File: config.mk
export PLATFORM = sky130hd
export DESIGN_NAME = rcon_seq_gen
export DESIGN_NICKNAME = d
export VERILOG_FILES = /design/src/rtl/aes_pkg.sv /design/src/rtl/gf_xtime.sv /design/src/rtl/rcon_seq_gen.sv
export SDC_FILE = /design/constraint.sdc
export NUM_CORES = 1
export LEC_CHECK = 0
export CAP_MARGIN = 5
export CORE_ASPECT_RATIO = 0.75
export CORE_MARGIN = 3
export CORE_UTILIZATION = 45
export CTS_BUF_LIST = sky130_fd_sc_hd__clkbuf_8
export DETAILED_ROUTE_END_ITERATION = 10
export GPL_ROUTABILITY_DRIVEN = 0
export PLACE_DENSITY = 0.75
export SKIP_CTS_REPAIR_TIMING = 1
export SLEW_MARGIN = 40
export SYNTH_ARGS = -nofsm -noshare
export SYNTH_HDL_FRONTEND = slang
export SYNTH_SLANG_ARGS = --single-unit
File: constraint.sdc
create_clock -name clk -period 2.1 [get_ports clk]
set_input_delay 0.42 -clock clk [delete_from_list [all_inputs] [get_ports clk]]
set_output_delay 0.42 -clock clk [all_outputs]
set_load 0.01 [all_outputs]
File: src/rtl/aes_pkg.sv
// Shared AES definitions: key-length and sequencer state encodings, round-constant counts
// and an elaboration-time round-constant helper.
`default_nettype none

package aes_pkg;

  localparam logic [7:0] AES_POLY    = 8'h1B;
  localparam int         NR_RCON_128 = 10;
  localparam int         NR_RCON_192 = 8;
  localparam int         NR_RCON_256 = 7;

  typedef enum logic [1:0] {
    KL_128 = 2'b00,
    KL_192 = 2'b01,
    KL_256 = 2'b10,
    KL_RSV = 2'b11
  } key_len_e;

  typedef enum logic [1:0] {
    ST_IDLE = 2'b00,
    ST_RUN  = 2'b01,
    ST_DONE = 2'b10
  } state_e;

  function automatic logic [7:0] xtime_f(input logic [7:0] a, input logic [7:0] poly);
    return {a[6:0], 1'b0} ^ (a[7] ? poly : 8'h00);
  endfunction

  // Rcon[n] for an arbitrary field polynomial: n-1 doublings of 8'h01.
  function automatic logic [7:0] rcon_at(input logic [7:0] poly, input int n);
    logic [7:0] r;
    r = 8'h01;
    for (int i = 1; i < 16; i++) begin
      if (i < n) r = xtime_f(r, poly);
    end
    return r;
  endfunction

endpackage

`default_nettype wire

File: src/rtl/gf_xtime.sv
// GF(2^8) multiply-by-x (INV=0) or multiply-by-x^-1 (INV=1) over x^8 + POLY.
`default_nettype none

module gf_xtime #(
  parameter logic [7:0] POLY = 8'h1B,
  parameter bit         INV  = 1'b0
) (
  input  logic [7:0] a_i,
  output logic [7:0] y_o
);

  generate
    if (INV) begin : g_inv
      // Odd values had the reduction applied on the way up, so undo it before shifting down.
      assign y_o = a_i[0] ? (((a_i ^ POLY) >> 1) | 8'h80) : (a_i >> 1);
    end else begin : g_fwd
      assign y_o = {a_i[6:0], 1'b0} ^ (a_i[7] ? POLY : 8'h00);
    end
  endgenerate

endmodule

`default_nettype wire

File: src/rtl/rcon_seq_gen.sv
// Sequential AES round-constant generator streaming Rcon[1..N] over valid/ready.
// Define RCON_INV_EN to add the dir port and reverse (Rcon[N..1]) streaming.
`default_nettype none

module rcon_seq_gen
  import aes_pkg::*;
#(
  parameter logic [7:0] POLY  = AES_POLY,
  parameter int         IDX_W = 4
) (
  input  logic             clk,
  input  logic             rst_n,
  input  logic             start,
  input  logic [1:0]       key_len,
`ifdef RCON_INV_EN
  input  logic             dir,
`endif
  input  logic             rcon_ready,
  output logic [7:0]       rcon_out,
  output logic [IDX_W-1:0] rcon_idx,
  output logic             rcon_valid,
  output logic             rcon_last,
  output logic             done
);

  localparam logic [IDX_W-1:0] N128 = IDX_W'(NR_RCON_128);
  localparam logic [IDX_W-1:0] N192 = IDX_W'(NR_RCON_192);
  localparam logic [IDX_W-1:0] N256 = IDX_W'(NR_RCON_256);
  localparam logic [IDX_W-1:0] IDX1 = IDX_W'(1);

  state_e           state_q, state_d;
  logic [7:0]       rcon_q, rcon_d;
  logic [IDX_W-1:0] idx_q, idx_d;
  logic [IDX_W-1:0] n_q, n_d;
  logic             dir_q, dir_d;

  logic [IDX_W-1:0] w_n_sel;
  logic [7:0]       w_fwd;
  logic [7:0]       w_step;
  logic [7:0]       w_first;
  logic [IDX_W-1:0] w_first_idx;
  logic             w_dir_in;
  logic             w_xfer;

  gf_xtime #(.POLY(POLY), .INV(1'b0)) u_xtime_fwd (.a_i(rcon_q), .y_o(w_fwd));

  always_comb begin
    w_n_sel = N128;
    case (key_len_e'(key_len))
      KL_192:  w_n_sel = N192;
      KL_256:  w_n_sel = N256;
      default: w_n_sel = N128;
    endcase
  end

`ifdef RCON_INV_EN
  localparam logic [7:0] RINIT_128 = rcon_at(POLY, NR_RCON_128);
  localparam logic [7:0] RINIT_192 = rcon_at(POLY, NR_RCON_192);
  localparam logic [7:0] RINIT_256 = rcon_at(POLY, NR_RCON_256);

  logic [7:0] w_inv;
  logic [7:0] w_rinit;

  gf_xtime #(.POLY(POLY), .INV(1'b1)) u_xtime_inv (.a_i(rcon_q), .y_o(w_inv));

  always_comb begin
    w_rinit = RINIT_128;
    case (key_len_e'(key_len))
      KL_192:  w_rinit = RINIT_192;
      KL_256:  w_rinit = RINIT_256;
      default: w_rinit = RINIT_128;
    endcase
  end

  assign w_dir_in    = dir;
  assign w_step      = dir_q ? w_inv : w_fwd;
  assign w_first     = dir ? w_rinit : 8'h01;
  assign w_first_idx = dir ? w_n_sel : IDX1;
`else
  assign w_dir_in    = 1'b0;
  assign w_step      = w_fwd;
  assign w_first     = 8'h01;
  assign w_first_idx = IDX1;
`endif

  assign rcon_out   = rcon_q;
  assign rcon_idx   = idx_q;
  assign rcon_valid = (state_q == ST_RUN);
  assign done       = (state_q == ST_DONE);
  assign rcon_last  = rcon_valid && (dir_q ? (idx_q == IDX1) : (idx_q == n_q));
  assign w_xfer     = rcon_valid && rcon_ready;

  always_comb begin
    state_d = state_q;
    rcon_d  = rcon_q;
    idx_d   = idx_q;
    n_d     = n_q;
    dir_d   = dir_q;
    // A start overrides everything, including a coincident final transfer.
    if (start) begin
      state_d = ST_RUN;
      n_d     = w_n_sel;
      dir_d   = w_dir_in;
      rcon_d  = w_first;
      idx_d   = w_first_idx;
    end else begin
      case (state_q)
        ST_RUN: begin
          if (w_xfer) begin
            if (rcon_last) begin
              state_d = ST_DONE;
            end else begin
              rcon_d = w_step;
              idx_d  = dir_q ? (idx_q - IDX1) : (idx_q + IDX1);
            end
          end
        end
        ST_DONE: state_d = ST_IDLE;
        default: state_d = ST_IDLE;
      endcase
    end
  end

  always_ff @(posedge clk) begin
    if (!rst_n) begin
      state_q <= ST_IDLE;
      rcon_q  <= 8'h00;
      idx_q   <= '0;
      n_q     <= N128;
      dir_q   <= 1'b0;
    end else begin
      state_q <= state_d;
      rcon_q  <= rcon_d;
      idx_q   <= idx_d;
      n_q     <= n_d;
      dir_q   <= dir_d;
    end
  end

endmodule

`default_nettype wire

Word-level counts from Yosys, hierarchy flattened
Cells that the tools add are included.

cells by class
  $add $sub $neg = 1
  eq/ne operators = 8
  multiplexer cells = 14
  bitwise operators = 4
  reductions and logical operators = 10

operators by type and width
  cell                                                                     number
  1-bit two-way mux                                                        12
  4-bit one-hot mux with 2 select lines                                    1
  8-bit by 5-bit bitwise XOR with 8-bit output                             1
  3-bit by 2-bit inequality test with 1-bit output, second input constant  2
  3-bit AND reduction                                                      2
  5-bit two-way mux                                                        1
  4-bit by 1-bit adder with 4-bit output, second input constant            1
  2-bit by 1-bit equality test with 1-bit output, second input constant    2
  2-bit equality test, second input constant                               2
  4-bit equality test                                                      1
  2-bit AND reduction                                                      2
  2-bit nonzero test                                                       2
  1-bit inverter                                                           3
  3-bit OR reduction                                                       1
  1-bit logical AND                                                        2
  2-bit inequality test, second input constant                             1
  2-bit OR reduction                                                       1

storage, ports and cells
  register bits = 18
  bits of input ports = 6
  output and inout bits = 15
  logic and storage cells = 44

Logic depth before layout (Yosys ltp)
  depth after elaboration = 6
  depth in mapped cells = 5
  gate-level depth less buffers = 4

By module
A second synthesis with hierarchy kept.

unflattened totals
  cell total of the unflattened synthesis = 82
  area, all modules = 790.8 µm²

modules (own cells, without submodules)
  module        instances  cells an instance  area an instance (µm²)  sequential area each (µm²)
  rcon_seq_gen  1          74                 726.9                   340.3
  gf_xtime      1          8                  63.8                    0.0

Worst setup path after synthesis
No wires, ideal clock.

  kind = register to output
  start = register idx_q[0], in the netlist rcon_idx[0]
  end = output port rcon_last
  arrival time = 1.185 ns
  data required time = 1.680 ns
  path slack = 0.495 ns
  cell stages (with the launch flop) = 4
  path buffers = 0
  path through = dfxtp_1 > xnor2_1 > nand4_1 > nor3b_1

on the way
  cells in the longest elaborated chain, start to end = 2

RTL lines
  element                 line                 text
  start, declared         rcon_seq_gen.sv:33   logic [IDX_W-1:0] idx_q, idx_d;
  start signal, assigned  rcon_seq_gen.sv:134  idx_q <= idx_d;
  4-bit equality test     rcon_seq_gen.sv:90   assign rcon_last = rcon_valid && (dir_q ? (idx_q == IDX1) : (idx_q == n_q));
  1-bit logical AND       rcon_seq_gen.sv:90
  end, declared           rcon_seq_gen.sv:22   output logic rcon_last,

No other way between the ends.

Final worst setup path
  start = register idx_q[2], in the netlist rcon_idx[2]
  end = output port rcon_last

The elaborated chain is that of the path after synthesis.

==> qor.yml <==
status: "completed"
power_frac_clock_pct: 35.8
finalInstanceArea_um2: 1110
synthCells: 83
areaGrowthSynthToFinish_pct: 36.6
grt_setup_unrepaired: "no"
slowest_stage: "sky130_fd_sc_hd__dfxtp_2"
cts.path.max_buffers: 2
io-pin-count: 21
cp_slowest_stage_delay_ps: 350
placedCellCount: 121
start_kind: "register"
final-max-slew-violation-count: 0
layout_cells_sized_above_1_pct: 21.9
crit_chain: "xnor2_2 -> nand4_1 -> nor3b_2 -> dlymetal6s2s_1"
dp.final_hpwl_mm: 1.30
worstSetupPathType: "reg2out"
num_rows: 12
synth-simple-area-share_pct: 17.7
floorplan.die_area_um2: 2360
timing.critical_path.arrival_ps: 1410
synth_compound_gate_area_share_pct: 14.9
max-vdd-ir-drop_v: 0.000656
antenna_violating_nets_post_route: 0
num_vias: 633
grt_start_max_net_pins: 13
grt-ovfl-total: 0
max_slew.worst_pin.slew_ps: 274
slew_headroom_pct: 81.7
cp_data_required_time_ps: 1680
timing.critical_path.fanout_max: 5
average_wire_per_standard_cell_um: 13.8
power.density_nw_per_um2: 602
hp-class: "reg2reg"
power.share.sequential_pct: 51.2
global_route_wire_length_before_repair_mm: 2.93
post_synth_mux_area_share_pct: 7.54
syn_area_cell_um2: 9.80
place_worst_setup_slack_ps: -38.7
cts.clk_slew.worst_paths_ps: 70
finalSetupViolCount: 0
groute.usage.overall_pct: 17.5
achievable-frequency_ghz: 0.545
tritoncts: "yes"
multi_input_area_um2: 437
numPortBuffers: 20
cap_violations: 0
power_leakage_uw: 0.000419
core_region_area_um2: 1590
setup_slack_ps: 267
post_synth_xor_area_fraction_pct: 8.62
vias_in_the_first_global_route: 642
synth.net_count: 90
synthDistinctLibCells: 26
drt-vias-per-instance: 5.02
chipWidth_um: 55.1
final.period_utilization_pct: 87.3
cp-end-kind: "output port"
synth_seq_cells: 17
antenna_cells_inserted: 0
net_load_switching_power_uw: 159
clock-sinks: 17
antenna_violations_before_repair: 0
finalClockSkew_ps: 7.61
placed_area_um2: 1020
drc_errors: 0
period_needed_ps: 1830
total_power_uw: 669
final-hold-violation-count: 0
cp_top_family: "simple AND/OR/NAND/NOR gates"
crit_buf_inv: 1
share_comb_of_total_power_pct: 13.1
dominant_combinational_cell_family_by_area_after_synthesis: "simple AND/OR/NAND/NOR gates"
h-tree-depth: 1
synthesis.area_um2: 813
insertion_delay_ps: 250
drt_pass1_iterations: 4
synth_fa_ha_area_share_pct: 1.54
detailedRoute.firstIterationViolations: 14
fin_nets: 113
clock_tree.root_cell: "sky130_fd_sc_hd__clkbuf_8"
seqCellArea_um2: 344
seq_area_frac_synth_pct: 41.8
p_int_uw: 510
start_util_pct: 51.1
final-instance-count-excl-fill: 126
wl_mm: 1.75
p_sw_share_pct: 23.8
yosysWarnings: 0
fillCellCount: 129
die-height_um: 42.8
cts_inserted_buffers: 3
tns_ps: 0
## layout by cell type, fill, tap and decap left out, types with 2 or more instances in the layout
cell	netlist	final
sky130_fd_sc_hd__clkdlybuf4s50_1	0	19
sky130_fd_sc_hd__xnor2_1	7	4
sky130_fd_sc_hd__clkbuf_8	0	3
sky130_fd_sc_hd__o21a_1	2	2
sky130_fd_sc_hd__nand3b_1	3	3
sky130_fd_sc_hd__nor2_1	14	14
sky130_fd_sc_hd__a211oi_2	3	3
sky130_fd_sc_hd__nand2_1	3	3
sky130_fd_sc_hd__nor2b_1	3	3
sky130_fd_sc_hd__dfxtp_1	17	14
sky130_fd_sc_hd__dfxtp_2	0	3
sky130_fd_sc_hd__buf_4	5	7
sky130_fd_sc_hd__xnor2_2	0	3
sky130_fd_sc_hd__o21ai_0	3	3
sky130_fd_sc_hd__nand4_1	2	2
sky130_fd_sc_hd__mux2i_1	5	5
sky130_fd_sc_hd__inv_1	1	2
## per-stage QoR
stage	utilization [%]	hold slack, ps
after floorplan	-	480
after detailed placement	64.4	503
after global routing	69.8	576
final	69.8	539
after CTS	67.2	519
after global placement	64.4	504
## power groups by stage
stage                     Sequential (µW)  Clock (µW)  Combinational, µW
after global routing                  343         265               95.3
after global placement                348           0               83.0
after floorplan                       348           0               47.1
final                                 342         239               87.6
after detailed placement              348           0               85.6
after CTS                             341         248               86.2
## metal layers
metal  up-vias  GRT usage (%)  routed length (µm)
met2        16           28.1                 881
met1       295           21.0                 774
li1        322              -                   -
met4         0           4.37                   0
met3         0           7.72                  89
met5         -              0                   0
## kinds of logic after synthesis
| kind of cell | count (synthesis) |
|---|---|
| AOI/OAI and AO/OA | 12 |
| xor gates and xnor gates | 8 |
| adders and majority gates | 1 |
| buffers and inverters | 10 |
| DFF | 17 |
| muxes | 6 |
| and+or+nand+nor | 29 |
## cells in the mapped netlist
cell type / instances / share of area, %
sky130_fd_sc_hd__a21oi_1: 1 / 0.61
sky130_fd_sc_hd__nor2_1: 14 / 6.5
sky130_fd_sc_hd__xnor2_1: 7 / 7.5
sky130_fd_sc_hd__a211oi_2: 3 / 4.6
sky130_fd_sc_hd__nor3b_1: 2 / 1.8
sky130_fd_sc_hd__xor2_1: 1 / 1.1
sky130_fd_sc_hd__nand2_1: 3 / 1.4
sky130_fd_sc_hd__nor2b_1: 3 / 2.3
sky130_fd_sc_hd__a21bo_2: 1 / 1.2
sky130_fd_sc_hd__buf_1: 1 / 0.46
sky130_fd_sc_hd__clkbuf_1: 2 / 0.92
sky130_fd_sc_hd__inv_1: 1 / 0.46
sky130_fd_sc_hd__mux2i_1: 5 / 6.2
sky130_fd_sc_hd__ha_1: 1 / 1.5
sky130_fd_sc_hd__nor3_1: 1 / 0.61
sky130_fd_sc_hd__mux2_1: 1 / 1.4
sky130_fd_sc_hd__nand3b_1: 3 / 2.8
sky130_fd_sc_hd__nand2b_1: 1 / 0.77
sky130_fd_sc_hd__a41oi_4: 1 / 3.4
sky130_fd_sc_hd__buf_6: 1 / 1.4
sky130_fd_sc_hd__nand4_1: 2 / 1.5
sky130_fd_sc_hd__o311a_2: 1 / 1.4
sky130_fd_sc_hd__o21ai_0: 3 / 1.8
sky130_fd_sc_hd__dfxtp_1: 17 / 42
sky130_fd_sc_hd__o21a_1: 2 / 1.8
sky130_fd_sc_hd__buf_4: 5 / 4.6
## layout make-up
class	instances	area share, %
Timing Repair Buffer	27	23.0
Clock inverter	1	0.338
Tap cell	21	2.36
Sequential cell	17	31.0
Clock buffer	3	3.72
Inverter	1	0.338
Multi-Input combinational cell	56	39.3
## worst register-to-register path, cell delays in order, from the launching register on
cell and delay, ps:
sky130_fd_sc_hd__dfxtp_2 360, sky130_fd_sc_hd__xnor2_1 150, sky130_fd_sc_hd__buf_4 150, sky130_fd_sc_hd__a41oi_4 240
sky130_fd_sc_hd__buf_4 250, sky130_fd_sc_hd__mux2i_1 210, sky130_fd_sc_hd__nor2_1 60
## state kept, by name, indices dropped and copies added, names as in the netlist
register,cells
rcon_out,8
state_q,2
n_q,3
rcon_idx,4
## final timing paths
kind,cells after the start,startpoint,slack [ps],endpoint
worst max register to register,6,rcon_idx[0],570,rcon_out[5]
worst min register to register,2,rcon_out[5],540,rcon_out[6]
worst min-delay path,2,rcon_out[5],540,rcon_out[6]
worst max-delay path,4,rcon_idx[2],270,rcon_last
(Power assumes the default switching activity.)
